--- src/rtl/i2c_amm_pkg.sv ---
// Shared types and helpers for the I2C CSR Avalon-MM initiator.
//   state_t   : initiator FSM states
//   cmd_t     : command payload registered onto the bus
//   rsp_t     : response FIFO entry (read data + timeout error flag)
//   credit_ok : admission check for a new command
package i2c_amm_pkg;

  localparam int unsigned PKG_DATA_W = 16;
  localparam int unsigned PKG_ADDR_W = 5;

  typedef enum logic [1:0] {
    IDLE  = 2'd0,
    ISSUE = 2'd1,
    HALT  = 2'd2
  } state_t;

  typedef struct packed {
    logic                  write;
    logic [PKG_ADDR_W-1:0] addr;
    logic [PKG_DATA_W-1:0] wdata;
  } cmd_t;

  typedef struct packed {
    logic [PKG_DATA_W-1:0] data;
    logic                  err;
  } rsp_t;

  // Writes never need a response slot; a read needs an outstanding slot
  // and a guaranteed place in the response FIFO.
  function automatic logic credit_ok(input logic        is_write,
                                     input int unsigned outst,
                                     input int unsigned used,
                                     input int unsigned max_outst,
                                     input int unsigned depth);
    return is_write || ((outst < max_outst) && ((outst + used) < depth));
  endfunction

endpackage

--- src/rtl/avalon_mm_if.sv ---
// Avalon-MM bus with pipelined reads.
//   master : drives address/read/write/writedata, samples
//            waitrequest/readdata/readdatavalid
//   slave  : the opposite direction
interface avalon_mm_if #(
  parameter int unsigned ADDR_W = 5,
  parameter int unsigned DATA_W = 16
);
  logic [ADDR_W-1:0] address;
  logic              read;
  logic              write;
  logic [DATA_W-1:0] writedata;
  logic              waitrequest;
  logic [DATA_W-1:0] readdata;
  logic              readdatavalid;

  modport master (
    output address, read, write, writedata,
    input  waitrequest, readdata, readdatavalid
  );

  modport slave (
    input  address, read, write, writedata,
    output waitrequest, readdata, readdatavalid
  );
endinterface

--- src/rtl/i2c_amm_rsp_fifo.sv ---
// Synchronous response FIFO; output word and flags come straight from flops.
//   clk_i, rst_i : clock, synchronous active-high reset
//   i_push/i_data: write port (ignored when full unless popping)
//   i_pop        : consume head (ignored when empty)
//   o_full/o_empty/o_used : occupancy
//   o_data       : head entry, valid while !o_empty
module i2c_amm_rsp_fifo #(
  parameter int unsigned WIDTH = 17,
  parameter int unsigned DEPTH = 8
) (
  input  logic                         clk_i,
  input  logic                         rst_i,
  input  logic                         i_push,
  input  logic [WIDTH-1:0]             i_data,
  input  logic                         i_pop,
  output logic                         o_full,
  output logic                         o_empty,
  output logic [$clog2(DEPTH+1)-1:0]   o_used,
  output logic [WIDTH-1:0]             o_data
);

  localparam int unsigned PTR_W = (DEPTH > 1) ? $clog2(DEPTH) : 1;
  localparam int unsigned CNT_W = $clog2(DEPTH + 1);

  logic [WIDTH-1:0] r_mem [DEPTH];
  logic [PTR_W-1:0] r_wr_ptr;
  logic [PTR_W-1:0] r_rd_ptr;
  logic [CNT_W-1:0] r_count;
  logic             w_do_pop;
  logic             w_do_push;

  function automatic logic [PTR_W-1:0] ptr_inc(input logic [PTR_W-1:0] p);
    return (p == PTR_W'(DEPTH - 1)) ? '0 : p + PTR_W'(1);
  endfunction

  // A pop frees a slot in the same cycle, so push+pop works even when full.
  assign w_do_pop  = i_pop && (r_count != '0);
  assign w_do_push = i_push && ((r_count != CNT_W'(DEPTH)) || w_do_pop);

  // Pointers and occupancy
  always_ff @(posedge clk_i) begin
    if (rst_i) begin
      r_wr_ptr <= '0;
      r_rd_ptr <= '0;
      r_count  <= '0;
    end else begin
      if (w_do_push) r_wr_ptr <= ptr_inc(r_wr_ptr);
      if (w_do_pop)  r_rd_ptr <= ptr_inc(r_rd_ptr);
      case ({w_do_push, w_do_pop})
        2'b10:   r_count <= r_count + CNT_W'(1);
        2'b01:   r_count <= r_count - CNT_W'(1);
        default: r_count <= r_count;
      endcase
    end
  end

  // Storage (no reset needed; occupancy qualifies the contents)
  always_ff @(posedge clk_i) begin
    if (w_do_push) r_mem[r_wr_ptr] <= i_data;
  end

  assign o_full  = (r_count == CNT_W'(DEPTH));
  assign o_empty = (r_count == '0);
  assign o_used  = r_count;
  assign o_data  = r_mem[r_rd_ptr];

endmodule

--- src/rtl/i2c_amm_master.sv ---
// Avalon-MM initiator for the I2C controller CSR block.
// Turns a valid/ready command stream into bus reads/writes; reads are
// pipelined (up to MAX_OUTST outstanding) and their data is returned in
// order through a response FIFO. Writes produce no response.
// Optional read timeout with sticky HALT: define I2C_AMM_TIMEOUT_EN.
//   clk_i, rst_i          : clock, synchronous active-high reset
//   cmd_valid_i/ready_o   : command handshake (write, addr, wdata)
//   rsp_valid_o/ready_i   : response handshake (data, err)
//   busy_o                : FSM not idle or reads still outstanding
//   amm_if                : Avalon-MM master modport
module i2c_amm_master
  import i2c_amm_pkg::*;
#(
  parameter int unsigned DATA_W    = PKG_DATA_W,
  parameter int unsigned ADDR_W    = PKG_ADDR_W,
  parameter int unsigned MAX_OUTST = 4,
  parameter int unsigned RSP_DEPTH = 8
`ifdef I2C_AMM_TIMEOUT_EN
  ,
  parameter int unsigned TIMEOUT_CYCLES = 255
`endif
) (
  input  logic              clk_i,
  input  logic              rst_i,
  input  logic              cmd_valid_i,
  output logic              cmd_ready_o,
  input  logic              cmd_write_i,
  input  logic [ADDR_W-1:0] cmd_addr_i,
  input  logic [DATA_W-1:0] cmd_wdata_i,
  output logic              rsp_valid_o,
  input  logic              rsp_ready_i,
  output logic [DATA_W-1:0] rsp_data_o,
  output logic              rsp_err_o,
  output logic              busy_o,
  avalon_mm_if.master       amm_if
);

  localparam int unsigned OUT_W  = $clog2(MAX_OUTST + 1);
  localparam int unsigned USED_W = $clog2(RSP_DEPTH + 1);
`ifdef I2C_AMM_TIMEOUT_EN
  localparam int unsigned FIFO_W = $bits(rsp_t);
`else
  localparam int unsigned FIFO_W = DATA_W;
`endif

  state_t              r_state;
  state_t              w_state_nxt;
  cmd_t                r_cmd;
  cmd_t                w_cmd;
  logic                r_active;
  logic [OUT_W-1:0]    r_outst;
  logic                w_inflight;
  logic                w_credit;
  logic                w_cmd_ready;
  logic                w_accept;
  logic                w_tmo_hit;
  logic                w_inc;
  logic                w_dec;
  logic                w_push;
  logic                w_fifo_full;
  logic                w_fifo_empty;
  logic [USED_W-1:0]   w_fifo_used;
  logic [FIFO_W-1:0]   w_fifo_din;
  logic [FIFO_W-1:0]   w_fifo_dout;
`ifdef I2C_AMM_TIMEOUT_EN
  rsp_t                w_push_rsp;
  rsp_t                w_pop_rsp;
`endif

  // Incoming command payload
  always_comb begin
    w_cmd       = '0;
    w_cmd.write = cmd_write_i;
    w_cmd.addr  = PKG_ADDR_W'(cmd_addr_i);
    w_cmd.wdata = PKG_DATA_W'(cmd_wdata_i);
  end

  // FSM state register
  always_ff @(posedge clk_i) begin
    if (rst_i) r_state <= IDLE;
    else       r_state <= w_state_nxt;
  end

  // FSM next state
  always_comb begin
    w_state_nxt = r_state;
    case (r_state)
      IDLE:    if (w_accept) w_state_nxt = ISSUE;
      ISSUE:   if (!amm_if.waitrequest && !w_accept) w_state_nxt = IDLE;
`ifdef I2C_AMM_TIMEOUT_EN
      HALT:    w_state_nxt = HALT;
`endif
      default: w_state_nxt = IDLE;
    endcase
`ifdef I2C_AMM_TIMEOUT_EN
    if (w_tmo_hit) w_state_nxt = HALT;
`endif
  end

  // FSM outputs: command admission. A read currently on the bus is counted
  // as outstanding so a back-to-back accept cannot exceed the credit.
  always_comb begin
    w_inflight  = r_active && !r_cmd.write;
    w_credit    = credit_ok(cmd_write_i, 32'(r_outst) + 32'(w_inflight),
                            32'(w_fifo_used), MAX_OUTST, RSP_DEPTH)
                  && (cmd_write_i || !w_fifo_full);
    w_cmd_ready = 1'b0;
    case (r_state)
      IDLE:    w_cmd_ready = w_credit;
      ISSUE:   w_cmd_ready = !amm_if.waitrequest && w_credit;
      default: w_cmd_ready = 1'b0;
    endcase
    if (rst_i || w_tmo_hit) w_cmd_ready = 1'b0;
    w_accept = cmd_valid_i && w_cmd_ready;
  end

  assign cmd_ready_o = w_cmd_ready;

  // Bus command register: loads on accept, held through waitrequest,
  // dropped when the transfer finishes with nothing queued behind it.
  always_ff @(posedge clk_i) begin
    if (rst_i) begin
      r_active <= 1'b0;
      r_cmd    <= '0;
    end else if (w_accept) begin
      r_active <= 1'b1;
      r_cmd    <= w_cmd;
    end else if (w_state_nxt != ISSUE) begin
      r_active <= 1'b0;
    end
  end

  assign amm_if.address   = ADDR_W'(r_cmd.addr);
  assign amm_if.writedata = DATA_W'(r_cmd.wdata);
  assign amm_if.read      = r_active && !r_cmd.write;
  assign amm_if.write     = r_active && r_cmd.write;

  // Outstanding accounting and response push; stray readdatavalid is dropped
  always_comb begin
    w_inc  = r_active && !r_cmd.write && !amm_if.waitrequest;
    w_dec  = amm_if.readdatavalid && (r_outst != '0);
    w_push = w_dec;
`ifdef I2C_AMM_TIMEOUT_EN
    w_push_rsp      = '0;
    w_push_rsp.data = PKG_DATA_W'(amm_if.readdata);
    // HALT retires one outstanding read per cycle as an error response
    if (r_state == HALT) begin
      w_dec           = (r_outst != '0);
      w_push          = w_dec;
      w_push_rsp.data = '0;
      w_push_rsp.err  = 1'b1;
    end
    w_fifo_din = w_push_rsp;
`else
    w_fifo_din = amm_if.readdata;
`endif
  end

  always_ff @(posedge clk_i) begin
    if (rst_i) begin
      r_outst <= '0;
    end else begin
      case ({w_inc, w_dec})
        2'b10:   r_outst <= r_outst + OUT_W'(1);
        2'b01:   r_outst <= r_outst - OUT_W'(1);
        default: r_outst <= r_outst;
      endcase
    end
  end

`ifdef I2C_AMM_TIMEOUT_EN
  localparam int unsigned TMO_W = $clog2(TIMEOUT_CYCLES + 1);
  logic [TMO_W-1:0] r_tmo;

  // Cycles since the last readdatavalid while reads are pending
  always_ff @(posedge clk_i) begin
    if (rst_i || (r_outst == '0) || amm_if.readdatavalid) begin
      r_tmo <= '0;
    end else if (r_tmo != TMO_W'(TIMEOUT_CYCLES)) begin
      r_tmo <= r_tmo + TMO_W'(1);
    end
  end

  assign w_tmo_hit = (r_state != HALT) && (r_tmo == TMO_W'(TIMEOUT_CYCLES));
`else
  assign w_tmo_hit = 1'b0;
`endif

  i2c_amm_rsp_fifo #(
    .WIDTH (FIFO_W),
    .DEPTH (RSP_DEPTH)
  ) u_rsp_fifo (
    .clk_i   (clk_i),
    .rst_i   (rst_i),
    .i_push  (w_push),
    .i_data  (w_fifo_din),
    .i_pop   (rsp_ready_i),
    .o_full  (w_fifo_full),
    .o_empty (w_fifo_empty),
    .o_used  (w_fifo_used),
    .o_data  (w_fifo_dout)
  );

`ifdef I2C_AMM_TIMEOUT_EN
  assign w_pop_rsp  = w_fifo_dout;
  assign rsp_data_o = DATA_W'(w_pop_rsp.data);
  assign rsp_err_o  = w_pop_rsp.err;
`else
  assign rsp_data_o = w_fifo_dout;
  assign rsp_err_o  = 1'b0;
`endif

  assign rsp_valid_o = !w_fifo_empty;
  assign busy_o      = (r_state != IDLE) || (r_outst != '0);

endmodule

--- src/flat_wrapper.sv ---
// flat-port wrapper written by rule: the top's interface ports become plain ports
module i2c_amm_master_flat import i2c_amm_pkg::*;
#(
  parameter int unsigned DATA_W    = PKG_DATA_W,
  parameter int unsigned ADDR_W    = PKG_ADDR_W,
  parameter int unsigned MAX_OUTST = 4,
  parameter int unsigned RSP_DEPTH = 8

)
  (clk_i, rst_i, cmd_valid_i, cmd_ready_o, cmd_write_i, cmd_addr_i, cmd_wdata_i, rsp_valid_o, rsp_ready_i, rsp_data_o, rsp_err_o, busy_o, amm_if_address, amm_if_read, amm_if_write, amm_if_writedata, amm_if_waitrequest, amm_if_readdata, amm_if_readdatavalid);
  avalon_mm_if #(.ADDR_W(ADDR_W), .DATA_W(DATA_W)) amm_if_i ();
  input  logic clk_i;
  input  logic rst_i;
  input  logic cmd_valid_i;
  output logic cmd_ready_o;
  input  logic cmd_write_i;
  input  logic [ADDR_W-1:0] cmd_addr_i;
  input  logic [DATA_W-1:0] cmd_wdata_i;
  output logic rsp_valid_o;
  input  logic rsp_ready_i;
  output logic [DATA_W-1:0] rsp_data_o;
  output logic rsp_err_o;
  output logic busy_o;
  output wire logic [$bits(amm_if_i.address)-1:0] amm_if_address;
  output wire logic [$bits(amm_if_i.read)-1:0] amm_if_read;
  output wire logic [$bits(amm_if_i.write)-1:0] amm_if_write;
  output wire logic [$bits(amm_if_i.writedata)-1:0] amm_if_writedata;
  input wire logic [$bits(amm_if_i.waitrequest)-1:0] amm_if_waitrequest;
  input wire logic [$bits(amm_if_i.readdata)-1:0] amm_if_readdata;
  input wire logic [$bits(amm_if_i.readdatavalid)-1:0] amm_if_readdatavalid;
  assign amm_if_address = amm_if_i.address;
  assign amm_if_read = amm_if_i.read;
  assign amm_if_write = amm_if_i.write;
  assign amm_if_writedata = amm_if_i.writedata;
  assign amm_if_i.waitrequest = amm_if_waitrequest;
  assign amm_if_i.readdata = amm_if_readdata;
  assign amm_if_i.readdatavalid = amm_if_readdatavalid;
  i2c_amm_master #(.DATA_W(DATA_W), .ADDR_W(ADDR_W), .MAX_OUTST(MAX_OUTST), .RSP_DEPTH(RSP_DEPTH)) u_core (.clk_i(clk_i), .rst_i(rst_i), .cmd_valid_i(cmd_valid_i), .cmd_ready_o(cmd_ready_o), .cmd_write_i(cmd_write_i), .cmd_addr_i(cmd_addr_i), .cmd_wdata_i(cmd_wdata_i), .rsp_valid_o(rsp_valid_o), .rsp_ready_i(rsp_ready_i), .rsp_data_o(rsp_data_o), .rsp_err_o(rsp_err_o), .busy_o(busy_o), .amm_if(amm_if_i));
endmodule
--- config.mk ---
export PLATFORM = sky130hd
export DESIGN_NAME = i2c_amm_master_flat
export DESIGN_NICKNAME = d
export VERILOG_FILES = /design/src/rtl/i2c_amm_pkg.sv /design/src/rtl/avalon_mm_if.sv /design/src/rtl/i2c_amm_rsp_fifo.sv /design/src/rtl/i2c_amm_master.sv /design/src/flat_wrapper.sv
export SDC_FILE = /design/constraint.sdc
export NUM_CORES = 1
export LEC_CHECK = 0
export CORE_UTILIZATION = 59
export DETAILED_ROUTE_END_ITERATION = 8
export GPL_TIMING_DRIVEN = 0
export PLACE_DENSITY_LB_ADDON = 0.15
export SYNTH_ARGS = -nofsm -noshare
export SYNTH_HDL_FRONTEND = slang
export SYNTH_HIERARCHICAL = 1
export SYNTH_SLANG_ARGS = --single-unit
--- constraint.sdc ---
create_clock -name clk_i -period 5.3 [get_ports clk_i]
set_input_delay 0.795 -clock clk_i [delete_from_list [all_inputs] [get_ports clk_i]]
set_output_delay 0.795 -clock clk_i [all_outputs]
set_load 0.02 [all_outputs]
**After elaboration in Yosys (flattened, before gate mapping)**

Memory sizes are Yosys's and may differ from the RTL's. A register that Yosys moved wholly into a read port is not among the register bits.
Index checks and enable logic that the tools add are counted.

- Add/subtract/negate cells: 8
- Order comparisons: 2
- Eq/ne operators: 10
- Multiplexer cells: 15
- Reductions and logical operators: 28

Operator list:

| operator | count |
|---|---|
| adder 32 x 4 -> 32 bit | 1 |
| less-than comparator 32 x 3 -> 1 bit, second input constant | 1 |
| less-than comparator 32 x 4 -> 1 bit, second input constant | 1 |
| two-way mux 3 bit | 4 |
| logical AND 1 bit | 11 |
| adder 3 x 1 -> 3 bit, second input constant | 3 |
| case mux 4 bit (2 select lines) | 1 |
| nonzero test 2 bit | 4 |
| == test 2 x 1 -> 1 bit, second input constant | 3 |
| == test 3 bit, second input constant | 2 |
| case mux 3 bit (2 select lines) | 1 |
| zero test 1 bit | 5 |
| two-way mux 1 bit | 5 |
| adder 3 x 1 -> 4 bit | 1 |
| adder 4 x 1 -> 4 bit, second input constant | 1 |
| == test 2 bit, second input constant | 2 |
| == test 4 bit, second input constant | 1 |
| zero test 4 bit | 1 |
| logical OR 1 bit | 4 |
| two-way mux 2 bit | 2 |
| inequality test 4 bit, second input constant | 1 |
| case mux 2 bit (2 select lines) | 1 |
| nonzero test 4 bit | 1 |
| subtractor 4 x 1 -> 4 bit, second input constant | 1 |
| other kinds (5) | 5 |

- Bits in registers: 38
- Bits in writable memories: 128
- Input port bits: 44
- Output and inout port bits: 43
- Word-level logic and storage cells: 73
- Memories: 1

Memories:

| name | words | bits a word | read ports | clocked after memory_dff | wr ports | RTL line | text |
|---|---|---|---|---|---|---|---|
| u_core.u_rsp_fifo.r_mem | 8 | 16 | 1 | 1 | 1 | i2c_amm_rsp_fifo.sv:25 | `logic [WIDTH-1:0] r_mem [DEPTH];` |

**Depth between registers and ports, before layout**

Gate-level depths: netlist of run 1.

- Depth after elaboration: 19
- Gate-level depth with buffers: 10
- Mapped depth without buffers: 10

**Modules after synthesis**

The synthesis of run 1 kept the hierarchy.

By module, submodules not included:

| module | times used | cells an instance | area each (um^2) | seq. area each (um^2) |
|---|---|---|---|---|
| i2c_amm_rsp_fifo | 1 | 262 | 5481.5 | 4103.9 |
| i2c_amm_master | 1 | 149 | 1480.2 | 560.5 |

**Worst setup path after synthesis of run 1**

No wires, ideal clock.

- Kind: register to output
- Start: register u_core.r_active
- End: output cmd_ready_o
- Arrival: 2.634 ns
- Required time: 4.505 ns
- Slack: 1.871 ns
- Cell stages (with the launch flop): 8
- Path buffers: 0
- Path through: dfxtp_1 nor2b_1 ha_1 and3_1 ha_1 or4_4 a2111oi_4 o211a_1

- Longest elaborated chain between the ends: 10
- Elaborated cells on any way between the ends: 11
- Classes of those cells: 2 x add/sub; 2 x order compare; 2 x mux; 5 x reduce/logical

RTL lines:

| what | RTL line | text |
|---|---|---|
| start, declared | i2c_amm_master.sv:50 | `logic r_active;` |
| start signal, assigned | i2c_amm_master.sv:123 | `r_active <= 1'b0;` |
| start signal, assigned | i2c_amm_master.sv:126 | `r_active <= 1'b1;` |
| start signal, assigned | i2c_amm_master.sv:129 | `r_active <= 1'b0;` |
| logical AND 1 bit (*) | -- |  |
| via amm_if_read | flat_wrapper.sv:25 | `output wire logic [$bits(amm_if_i.read)-1:0] amm_if_read;` |
| adder 3 x 1 -> 4 bit (*) | i2c_amm_master.sv:104 | `w_credit = credit_ok(cmd_write_i, 32'(r_outst) + 32'(w_inflight),` |
| adder 32 x 4 -> 32 bit | i2c_amm_pkg.sv:35 | `return is_write \|\| ((outst < max_outst) && ((outst + used) < depth));` |
| less-than comparator 32 x 4 -> 1 bit | i2c_amm_pkg.sv:35 |  |
| logical AND 1 bit (*) | i2c_amm_pkg.sv:35 |  |
| logical OR 1 bit (*) | i2c_amm_pkg.sv:35 |  |
| logical AND 1 bit (*) | i2c_amm_master.sv:106 | `&& (cmd_write_i \|\| !w_fifo_full);` |
| logical AND 1 bit | i2c_amm_master.sv:110 | `ISSUE: w_cmd_ready = !amm_if.waitrequest && w_credit;` |
| case mux 1 bit (2 select lines) (*) | i2c_amm_master.sv:108 | `case (r_state)` |
| two-way mux 1 bit (*) | i2c_amm_master.sv:113 | `if (rst_i \|\| w_tmo_hit) w_cmd_ready = 1'b0;` |
| end, declared | flat_wrapper.sv:15 | `output logic cmd_ready_o;` |

Mark *: on every way through the listed nets, which the timed path passes. The rest lies on a longest branch.

**Final worst setup path of run 1**

- Start: register u_core.r_active
- End: output cmd_ready_o

- Longest elaborated chain between the ends: 10
- Elaborated cells on any way between the ends: 11
- Classes of those cells: 2 x add/sub; 2 x order compare; 2 x mux; 5 x reduce/logical

RTL lines:

| what | RTL line | text |
|---|---|---|
| logical AND 1 bit (*) | i2c_amm_master.sv:103 | `w_inflight = r_active && !r_cmd.write;` |
| adder 3 x 1 -> 4 bit (*) | i2c_amm_master.sv:104 |  |
| adder 32 x 4 -> 32 bit | i2c_amm_pkg.sv:35 |  |
| less-than comparator 32 x 4 -> 1 bit | i2c_amm_pkg.sv:35 |  |
| logical AND 1 bit (*) | i2c_amm_pkg.sv:35 |  |
| logical OR 1 bit (*) | i2c_amm_pkg.sv:35 |  |
| logical AND 1 bit (*) | i2c_amm_master.sv:106 |  |
| logical AND 1 bit | i2c_amm_master.sv:110 |  |
| case mux 1 bit (2 select lines) (*) | i2c_amm_master.sv:108 |  |
| two-way mux 1 bit (*) | i2c_amm_master.sv:113 |  |

Every way passes the cells marked *; elsewhere a longest branch is shown, timed or not.

==> metrics.md, run 1 <==
| Metric | Value |
|---|---|
| Top Ports | `87` |
| Worst flop-to-flop path endpoint | `u_core/amm_if.writedata[1]$_SDFFE_PP0P_` |
| Most instantiated flip-flop cell in the synthesis netlist | `edfxtp_1` |
| DIE AREA | `roughly 12000 um2` |
| Netlist cell types | `47` |
| Total setup violations reported at the end of the flow | `0` |
| Post-detailed-route via-to-cell ratio | `5.88` |
| Cell at the root of the clock tree | `clkbuf_16` |
| All-Layer GR Usage | `a little under a quarter` |
| Leakage power summed over all cells | `0.00301 uW` |
| Arrival @ worst endpoint | `approximately 3.6 ns` |
| Yosys warning total | `6` |
| Worst Tran Pin Value | `0.843 ns` |
| Number of hold-slack violations in the final timing report | `0` |
| Maximum clock path buffer count | `2` |
| Final setup margin | `about 0.94 ns` |
| Highest achievable clock rate | `around 0.23 GHz` |
| Number of placed instances, taps included | `651` |
| Clock network latency to the later pin of the worst-skew pair | `0.42 ns` |
| Fin Hold WS | `around 0.47 ns` |
| Overflow left after global routing | `0` |
| Number of DRC violations after detailed-routing iteration 0 | `226` |
| Required time reported for the critical path endpoint | `4.51 ns` |
| Area of all sequential standard cells | `4660 um2` |
| FF-to-FF Start | `u_core/r_active$_SDFFE_PP0P_` |
| Finished Layout Cells | `681` |
| Post-CTS Resized | `0` |
| Proportion of netlist area held by the largest area contributor | `55.2%` |
| Async set-or-reset flop fraction in the synthesized netlist | `0%` |
| Initial Utilization | `between 60% and 70%` |
| Most instantiated cells after synthesis | `edfxtp_1, dfxtp_1, mux4_2` |
| DR vias | `4006` |
| Post-synthesis area per instance | `16.9 um2` |
| Capturing element of the worst setup path | `cmd_ready_o` |
| Hold Path Class | `reg -> reg` |
| FF-to-FF setup slack | `2.28 ns` |
| Shortest period the worst path allows | `approximately 4.4 ns` |
| Count of antenna-violating nets left after detailed routing | `0` |
| Clock sink total | `169` |
| Combined area of all synthesized cells | `6960 um2` |
| First element of the critical path | `u_core/r_active$_SDFFE_PP0P_` |
| I/O Buffers | `85` |
| Category of the worst setup path capture point | `output port` |
| Most repeated cell in the gate-level netlist after synthesis | `edfxtp_1` |
| Area of the multi-input gates | `2040 um2` |
| Final antenna diode count | `0` |
| Total core area | `11500 um2` |
| Number of enable flip-flop cells after synthesis | `between 100 and 150` |
| Register bit count reported by yosys | `169` |
| Kind of start point of the critical path | `flip-flop` |
| Largest vdd supply drop | `362 uV` |
| CTS tree | `done` |
| Initial antenna violation count | `0` |
| RSZ-0062 raised after global routing | `false` |
| Length in cells of the worst reg-to-reg path | `9` |
| Deepest level of the CTS H-tree | `4` |
| Cell type contributing the most total cell area after synthesis | `edfxtp_1` |
| Fraction of final layout cells sized beyond drive strength 1 | `about a quarter` |
| Register area share after synthesis | `67.0%` |
| Layout overhead on the synthesized area | `25.3%` |
| TritonCTS buffer count | `17` |
| Postcts setup bufs | `0` |
| Largest cells by area after synthesis | `edfxtp_1, dfxtp_1, mux4_2, mux2_2, buf_4` |
| Gpl congestion | `0.741` |
| Run status | `completed` |
| Number of pins exceeding their max-slew limit in the final report | `0` |
| Hold-fix buffer count after cts | `0` |
| Cells after synthesis | `411` |
| Post-detailed-placement half-perimeter wirelength | `between 9000 and 10000 um` |
| Number of global-route vias before repair | `4199` |
| Filler Cell Count | `692` |
| # nets final | `585` |
| Crit path kind | `reg -> out` |
| Relative max-transition margin | `43.5%` |
| Fin crit share | `82.2%` |
| Power consumption | `3350 uW` |
| Avg WL per Cell | `20.1 um` |
| Total DRC errors in the routed layout | `0` |
| Wire length of the first global-routing pass | `between 20000 and 25000 um` |
| Die Y-Extent | `111 um` |
| Peak fanout along the critical path | `3` |
| Layout Skew | `0.00849 ns` |
| Clock transition at path regs | `0.06 ns` |
| Horizontal die dimension | `111 um` |
| Worst setup timing slack at the placement stage | `1.43 ns` |
| Hold Path Stages | `2` |
| Number of standard-cell rows in the floorplan | `39` |
| Router iterations before antenna repair | `4` |
| Largest net degree at the start of global routing | `17` |
| Total wirelength of the detailed-routed design | `13700 um` |
| Power per Cell Area | `384 nW/um2` |
| Number of max-cap violations | `0` |
## where the power goes
part / switching [uW] / internal (uW)
Clock: 461 / 730
Combinational: 310 / 345
Sequential: 37.5 / 1470
Total: 809 / 2540
## worst max-delay path, cell delays in order (launching register included)
cell,delay [ns]
dfxtp_1,0.33
nor2b_1,0.29
ha_1,0.23
and3_1,0.26
ha_1,0.27
or4_4,0.54
a2111oi_4,0.43
o211a_1,0.19
clkdlybuf4s50_1,0.60
## logic make-up (layout without fill, tap and decap cells)
group | count (synthesis) | after routing | synth area share (%)
and+or+nand+nor | 73 | 73 | 6.29
adders and majority gates | 14 | 14 | 2.62
other | 1 | 2 | 0.0539
buffers and inverters | 49 | 175 | 4.24
DFF | 169 | 169 | 67.0
xor gates and xnor gates | 6 | 6 | 0.755
muxes | 51 | 51 | 13.4
AOI/OAI and AO/OA | 48 | 48 | 5.64
## sequential cells by signal, indices dropped and copies added, names as in the netlist, named ones only
signal	cells
u_core/u_rsp_fifo/r_rd_ptr	3
u_core/amm_if.address	5
u_core/r_state	2
u_core/r_outst	3
u_core/amm_if.writedata	16
u_core/r_cmd	1
u_core/u_rsp_fifo/r_wr_ptr	3
u_core/u_rsp_fifo/r_mem	128
u_core/u_rsp_fifo/o_used	4
u_core/r_active	1
## stage by stage
step	TNS, ns	utilization, %	area, um2
floorplan	0	-	6970
global placement	-1.16	69.7	8000
detailed placement	0	71.2	8160
CTS	0	76.1	8730
global route	0	76.1	8730
finish	0	76.1	8730
## cells in the final DEF, fill, tap and decap left out, types with 2 or more instances in the layout
cell and count:
buf_8 3, edfxtp_1 128, mux4_2 32, inv_1 8, mux2i_1 2, clkdlybuf4s50_1 85, a31o_2 4, clkinv_2 3
mux2_2 17, buf_4 23, conb_1 2, nor3_2 4, clkbuf_16 17, or3_1 2, buf_2 5, nor3b_1 22
clkinv_1 2, buf_6 10, ha_1 13, nor2b_1 3, o21ai_0 3, nand2b_1 5, nand2_1 11, nor3_1 2
nor2_1 10, bufinv_16 3, dfxtp_1 41, and3_1 2, a31o_1 18, clkbuf_1 13, xor2_1 6, nor2_2 3
a21oi_1 11
## routing by layer
layer | routed length [um] | global-route usage [%] | vias up
met5 | 0 | 0 | -
met4 | 267 | 9.78 | 0
met3 | 767 | 6.42 | 19
met2 | 7020 | 40.5 | 145
met1 | 5660 | 28.4 | 2017
li1 | - | - | 1825
## area by class of cell
class	count	area share, %
Buffer	41	3.04
Sequential cell	169	53.5
Tap cell	143	2.05
Multi-Input combinational cell	194	23.4
Clock buffer	20	5.00
Timing Repair Buffer	96	11.3
Inverter	8	0.344
Clock inverter	10	1.48
## worst min path at each step
stage | from | endpoint
after floorplan | u_core/r_active$_SDFFE_PP0P_ | u_core/r_active$_SDFFE_PP0P_
after global placement | u_core/r_active$_SDFFE_PP0P_ | u_core/r_active$_SDFFE_PP0P_
after detailed placement | u_core/r_active$_SDFFE_PP0P_ | u_core/r_active$_SDFFE_PP0P_
after CTS | u_core/r_active$_SDFFE_PP0P_ | u_core/r_active$_SDFFE_PP0P_
after global routing | u_core/r_active$_SDFFE_PP0P_ | u_core/r_active$_SDFFE_PP0P_
final | u_core/r_active$_SDFFE_PP0P_ | u_core/r_active$_SDFFE_PP0P_
Power figures use the tool's default switching activity.
==> run 2, diff against run 1 <==
--- a/config.mk
+++ b/config.mk
@@ -5,7 +5,7 @@
 export SDC_FILE = /design/constraint.sdc
 export NUM_CORES = 1
 export LEC_CHECK = 0
-export CORE_UTILIZATION = 59
+export CORE_UTILIZATION = 55
 export DETAILED_ROUTE_END_ITERATION = 8
 export GPL_TIMING_DRIVEN = 0
 export PLACE_DENSITY_LB_ADDON = 0.15
==> constraint.sdc (replaced) <==
create_clock -name clk_i -period 4.24 [get_ports clk_i]
set_input_delay 0.636 -clock clk_i [delete_from_list [all_inputs] [get_ports clk_i]]
set_output_delay 0.636 -clock clk_i [all_outputs]
set_load 0.02 [all_outputs]
==> run 2 against run 1 <==
Against the previous run: critical path depth is 1 higher; sequential power rose by 25%; total power rose by 23%; first-iteration DRC count increased by 14%; register-to-register slack got worse by 1.0 ns; wire length is 3.1% lower; utilization down 4.3 points; sequential share of layout area barely moved; worst hold slack improved by 0.011 ns; critical endpoint unchanged; largest power group unchanged.
==> metrics.md, run 2 (synthesis gave the netlist of run 1 again) <==
| Metric | Value |
|---|---|
| Horizontal die dimension | `115 um` |
| Final antenna diode count | `0` |
| Fin Hold WS | `0.476 ns` |
| Post-detailed-placement half-perimeter wirelength | `9140 um` |
| CP cell instances | `nor2b_2, ha_1, ha_1, xor2_1, ha_1, or4_4, a2111oi_4, o211a_1, clkdlybuf4s50_1` |
| Number of global-route vias before repair | `4115` |
| Number of hold-slack violations in the final timing report | `0` |
| Shortest period the worst path allows | `3.96 ns` |
| Int Pwr | `around 3200 uW` |
| Total DRC errors in the routed layout | `0` |
| Largest vdd supply drop | `319 uV` |
| Filler Cell Count | `787` |
| Total setup violations reported at the end of the flow | `0` |
| RSZ-0062 raised after global routing | `false` |
| Clock Power Share | `a little over a third` |
| DIE AREA | `13100 um2` |
| Count of antenna-violating nets left after detailed routing | `0` |
| Commonest non-fill, non-tap cells in the layout | `edfxtp_1, clkdlybuf4s50_1, dfxtp_1, mux4_2, buf_4` |
| Total wirelength of the detailed-routed design | `between 10000 and 15000 um` |
| Wire length of the first global-routing pass | `approximately 21000 um` |
| DR vias | `3909` |
| Kind of start point of the critical path | `flip-flop` |
| Power per Cell Area | `474 nW/um2` |
| Critical-path cell with the highest stage delay | `clkdlybuf4s50_1` |
| Overflow left after global routing | `0` |
| Category of the worst setup path capture point | `output port` |
| Total core area | `12200 um2` |
| Number of standard-cell rows in the floorplan | `40` |
| Peak fanout along the critical path | `3` |
| Flip-flop count of the largest register after layout | `128` |
| Combinational group share of total power | `19.6%` |
| Clock sink total | `169` |
| Biggest register | `u_core/u_rsp_fifo/r_mem` |
| Cell at the root of the clock tree | `clkbuf_16` |
| Deepest level of the CTS H-tree | `4` |
| Top Ports | `87` |
| Number of DRC violations after detailed-routing iteration 0 | `258` |
| Proportion of total power due to net switching | `23.9%` |
| # nets final | `583` |
| Fin crit share | `93.4%` |
| Crit path kind | `reg -> out` |
| Critical path's most frequent cell | `ha_1` |
| Layout Skew | `0.00404 ns` |
| All-Layer GR Usage | `22.4%` |
| Number of pins exceeding their max-slew limit in the final report | `0` |
| Leading cell type in the layout, fill and taps excluded | `edfxtp_1` |
| Maximum clock path buffer count | `2` |
| Clock network latency to the later pin of the worst-skew pair | `0.42 ns` |
| Longest individual stage delay on the worst path | `0.60 ns` |
| Initial Utilization | `57.2%` |
| TritonCTS buffer count | `17` |
| Relative max-transition margin | `between 30% and 40%` |
| Hold Path Class | `reg -> reg` |
| Leakage power summed over all cells | `0.00300 uW` |
| Fraction of final layout cells sized beyond drive strength 1 | `24.9%` |
| Avg WL per Cell | `18.8 um` |
| Initial antenna violation count | `0` |
| Arrival @ worst endpoint | `3.33 ns` |
| Run status | `completed` |
| Highest achievable clock rate | `0.252 GHz` |
| Switch Pwr | `988 uW` |
| CTS tree | `done` |
| I/O Buffers | `85` |
| Largest net degree at the start of global routing | `17` |
| Post-detailed-route via-to-cell ratio | `~5.5` |
| Clock transition at path regs | `0.06 ns` |
| Fraction of power consumed by sequential logic | `45.5%` |
| Worst Tran Pin Value | `approximately 1 ns` |
| Final setup margin | `0.278 ns` |
| Postcts setup bufs | `0` |
| Router iterations before antenna repair | `4` |
| Worst setup timing slack at the placement stage | `0.541 ns` |
| Required time reported for the critical path endpoint | `3.60 ns` |
| Number of max-cap violations | `0` |
| Gpl congestion | `0.741` |
| Layout overhead on the synthesized area | `25.4%` |
| Die Y-Extent | `115 um` |
==> run 2: changes by cell type in the layout (fill, tap and decap cells not counted), sizes merged <==
cell	before	now
buf	42	40
bufinv	3	1
clkbuf	30	39
clkinv	6	2
clkinvlp	1	0
==> run 2: critical path, delay by kind of cell, from the launching register on <==
family	cells	cell delay, ns
DFF	1	0.32
adders and majority gates	3	0.60
xor gates and xnor gates	1	0.19
and+or+nand+nor	2	0.72
AOI/OAI and AO/OA	2	0.49
buffers and inverters	1	0.60
==> run 2: final timing paths <==
kind,startpoint,end,slack [ns],cells after the start
worst min register to register,u_core/amm_if.writedata[9]$_SDFFE_PP0P_,u_core/amm_if.writedata[9]$_SDFFE_PP0P_,0.48,1
worst max register to register,u_core/u_rsp_fifo/o_used[1]$_SDFFE_PP0P_,u_core/u_rsp_fifo/o_used[2]$_SDFFE_PP0P_,1.28,10
worst min-delay path,u_core/amm_if.writedata[9]$_SDFFE_PP0P_,u_core/amm_if.writedata[9]$_SDFFE_PP0P_,0.48,1
worst max-delay path,u_core/r_active$_SDFFE_PP0P_,cmd_ready_o,0.28,9
==> run 2: stage by stage <==
stage          instances  util (%)  total power, uW  cell area (um2)  TNS, ns
3_3_place_gp         665      66.0             2710             8030   -14.92
6_report             706      71.8             4140             8730        0
2_1_floorplan        412         -             2440             6970        0
4_1_cts              706      71.8             4180             8730        0
3_5_place_dp         674      67.2             2730             8170        0
5_1_grt              706      71.8             4320             8730        0
==> run 2: layout make-up <==
type | count | area (um2) | area share [%]
clock buffers | 29 | 520 | 5.96
flip-flops and latches | 169 | 4660 | 53.4
inverters | 8 | 30.0 | 0.344
well taps | 168 | 210 | 2.41
repair buffers | 94 | 960 | 11.0
plain buffers | 41 | 265 | 3.04
clock inverters | 3 | 40.0 | 0.459
multi-input cells | 194 | 2040 | 23.4
==> run 2: power groups by stage <==
stage	clock network, uW	logic, uW	registers [uW]
floorplan	0	540	1900
global placement	0	792	1910
detailed placement	0	819	1920
CTS	1470	826	1880
global route	1540	882	1890
finish	1440	812	1880
==> run 2: timing repair <==
| action | in CTS | in global routing |
|---|---|---|
| endpoints found under the setup margin | 0 | 1 |
| hold buffers | 0 | 0 |
| gates resized for setup | 0 | 1 |
==> run 2: per-layer routing <==
metal	global-route usage [%]	share of wire (%)	vias to the layer above
li1	-	-	1828
met1	25.7	40	1948
met2	38.5	52	110
met3	7.36	6.3	23
met4	9.61	2.1	0
met5	0	0	-
==> run 3, diff against run 2 <==
--- a/config.mk
+++ b/config.mk
@@ -5,6 +5,8 @@
 export SDC_FILE = /design/constraint.sdc
 export NUM_CORES = 1
 export LEC_CHECK = 0
+export CORE_ASPECT_RATIO = 0.9
+export CORE_MARGIN = 5
 export CORE_UTILIZATION = 55
 export DETAILED_ROUTE_END_ITERATION = 8
 export GPL_TIMING_DRIVEN = 0
==> run 3 against run 2 <==
Against the previous run: final cell count down 0.42%; die area up 14%; clock skew up 0.0051 ns; worst hold slack better by 0.0015 ns; largest power group unchanged; highest routed layer unchanged.
==> metrics.md, run 3 (synthesis gave the netlist of run 1 again) <==
| Metric | Value |
|---|---|
| Run status | `completed` |
| Hold-fix buffer count after cts | `0` |
| Largest vdd supply drop | `302 uV` |
| Met2 Resource Use GR | `33.5%` |
| Relative max-transition margin | `33.2%` |
| Avg WL per Cell | `19.3 um` |
| Number of standard-cell rows in the floorplan | `39` |
| Total wirelength of the detailed-routed design | `13600 um` |
| I/O Buffers | `85` |
| Maximum clock path buffer count | `2` |
| Die Y-Extent | `117 um` |
| DR vias | `3869` |
| Biggest register | `u_core/u_rsp_fifo/r_mem` |
| Power per Cell Area | `483 nW/um2` |
| Kind of start point of the critical path | `flip-flop` |
| Total DRC errors in the routed layout | `0` |
| Leakage power summed over all cells | `0.00303 uW` |
| Worst setup timing slack at the placement stage | `0.541 ns` |
| Clock transition at path regs | `0.06 ns` |
| Crit path kind | `reg -> out` |
| Total core area | `12500 um2` |
| Layout Skew | `0.00910 ns` |
| Cell at the root of the clock tree | `clkbuf_16` |
| Worst min-delay path endpoint | `u_core/amm_if.writedata[4]$_SDFFE_PP0P_` |
| FF-to-FF Start | `u_core/u_rsp_fifo/o_used[1]$_SDFFE_PP0P_` |
| Fraction of final layout cells sized beyond drive strength 1 | `between 20 and 30%` |
| Length in cells of the worst reg-to-reg path | `10` |
| Initial Utilization | `55.5%` |
| Arrival @ worst endpoint | `3.04 ns` |
| Post-detailed-placement half-perimeter wirelength | `9480 um` |
| Number of pins exceeding their max-slew limit in the final report | `0` |
| Fin crit share | `86.7%` |
| Worst Tran Pin Value | `between 0.9 and 1 ns` |
| Power consumption | `4250 uW` |
| Count of antenna-violating nets left after detailed routing | `0` |
| Met1 demand-to-capacity share in global routing | `23.3%` |
| DIE AREA | `~15000 um2` |
| Gpl congestion | `slightly below 0.8` |
| Leading cell type in the layout, fill and taps excluded | `edfxtp_1` |
| Clock network latency to the later pin of the worst-skew pair | `0.42 ns` |
| Router iterations before antenna repair | `4` |
| Met3 track demand over resource | `7.32%` |
| Hold Path Class | `reg -> reg` |
| Overflow left after global routing | `0` |
| Final antenna diode count | `0` |
| Horizontal die dimension | `approximately 130 um` |
| Top Ports | `87` |
| TritonCTS buffer count | `17` |
| Peak fanout along the critical path | `3` |
| Total setup violations reported at the end of the flow | `0` |
| Number of max-cap violations | `0` |
| Worst flop-to-flop path endpoint | `u_core/u_rsp_fifo/o_used[2]$_SDFFE_PP0P_` |
| # nets final | `roughly 580` |
| FF-to-FF setup slack | `1.35 ns` |
| Initial antenna violation count | `0` |
| Origin of the worst min-delay path | `u_core/amm_if.writedata[4]$_SDFFE_PP0P_` |
| Wire length of the first global-routing pass | `21800 um` |
| Commonest non-fill, non-tap cells in the layout | `edfxtp_1, clkdlybuf4s50_1, dfxtp_1, mux4_2, buf_4` |
| Final setup margin | `roughly 0.56 ns` |
| All-Layer GR Usage | `between 10% and 20%` |
| Category of the worst setup path capture point | `output port` |
| Flip-flop count of the largest register after layout | `128` |
| Largest net degree at the start of global routing | `17` |
| Shortest period the worst path allows | `approximately 3.7 ns` |
| Number of DRC violations after detailed-routing iteration 0 | `249` |
| Most used routing layer | `met2` |
| Postcts setup bufs | `0` |
| Hold Path Stages | `1` |
| Deepest level of the CTS H-tree | `4` |
| Required time reported for the critical path endpoint | `3.60 ns` |
| CTS tree | `done` |
| Number of hold-slack violations in the final timing report | `0` |
| Post-detailed-route via-to-cell ratio | `5.50` |
| Number of global-route vias before repair | `~4200` |
| Layout overhead on the synthesized area | `26.4%` |
| Highest achievable clock rate | `0.272 GHz` |
| Post-CTS Resized | `0` |
| Clock sink total | `approximately 170` |
| RSZ-0062 raised after global routing | `false` |
==> run 3: power by group <==
group / internal, uW / switching (uW)
logic: 430 / 380
registers: 1840 / 46.3
clock network: 934 / 629
==> run 3: worst max-delay path, stage by stage, from the launching register on <==
cell and delay [ns]:
dfxtp_1 0.32, nor2b_2 0.17, ha_1 0.19, ha_1 0.19
xor2_1 0.18, ha_1 0.20, or4_4 0.55, a2111oi_4 0.41
o211a_1 0.18, dlymetal6s2s_1 0.22
==> run 3: routing by layer <==
metal / part of all wire, % / up-vias / routed length, um
li1: - / 1817 / -
met1: 41 / 1940 / 5500
met2: 52 / 100 / 6980
met3: 6.8 / 12 / 921
met4: 1.1 / 0 / 155
met5: 0 / - / 0
==> run 3: worst max-delay path by stage <==
stage                                              endpoint  depth (start not counted)                          from
floorplan                                       cmd_ready_o                          7  u_core/r_active$_SDFFE_PP0P_
global placement    u_core/u_rsp_fifo/r_mem[0][7]$_DFFE_PP_                          4          amm_if_readdatavalid
detailed placement                              cmd_ready_o                          8  u_core/r_active$_SDFFE_PP0P_
CTS                                             cmd_ready_o                          8  u_core/r_active$_SDFFE_PP0P_
global route                                    cmd_ready_o                          8  u_core/r_active$_SDFFE_PP0P_
finish                                          cmd_ready_o                          9  u_core/r_active$_SDFFE_PP0P_
==> run 3: cell type report <==
class	instances	area, um2
Buffer	41	265
Clock buffer	19	433
Clock inverter	13	168
Fill cell	825	3740
Inverter	8	30.0
Multi-Input combinational cell	194	2040
Sequential cell	169	4660
Tap cell	164	205
Timing Repair Buffer	95	993
==> run 3: metrics by stage <==
stage	utilization, %	TNS, ns	area (um2)	hold slack (ns)	std cells
final	70.2	0	8800	0.478	703
after global routing	70.2	0	8800	0.503	703
after CTS	70.1	0	8800	0.480	703
after detailed placement	65.3	0	8200	0.464	671
after global placement	64.0	-15.40	8020	0.454	661
after floorplan	-	0	6970	0.440	412
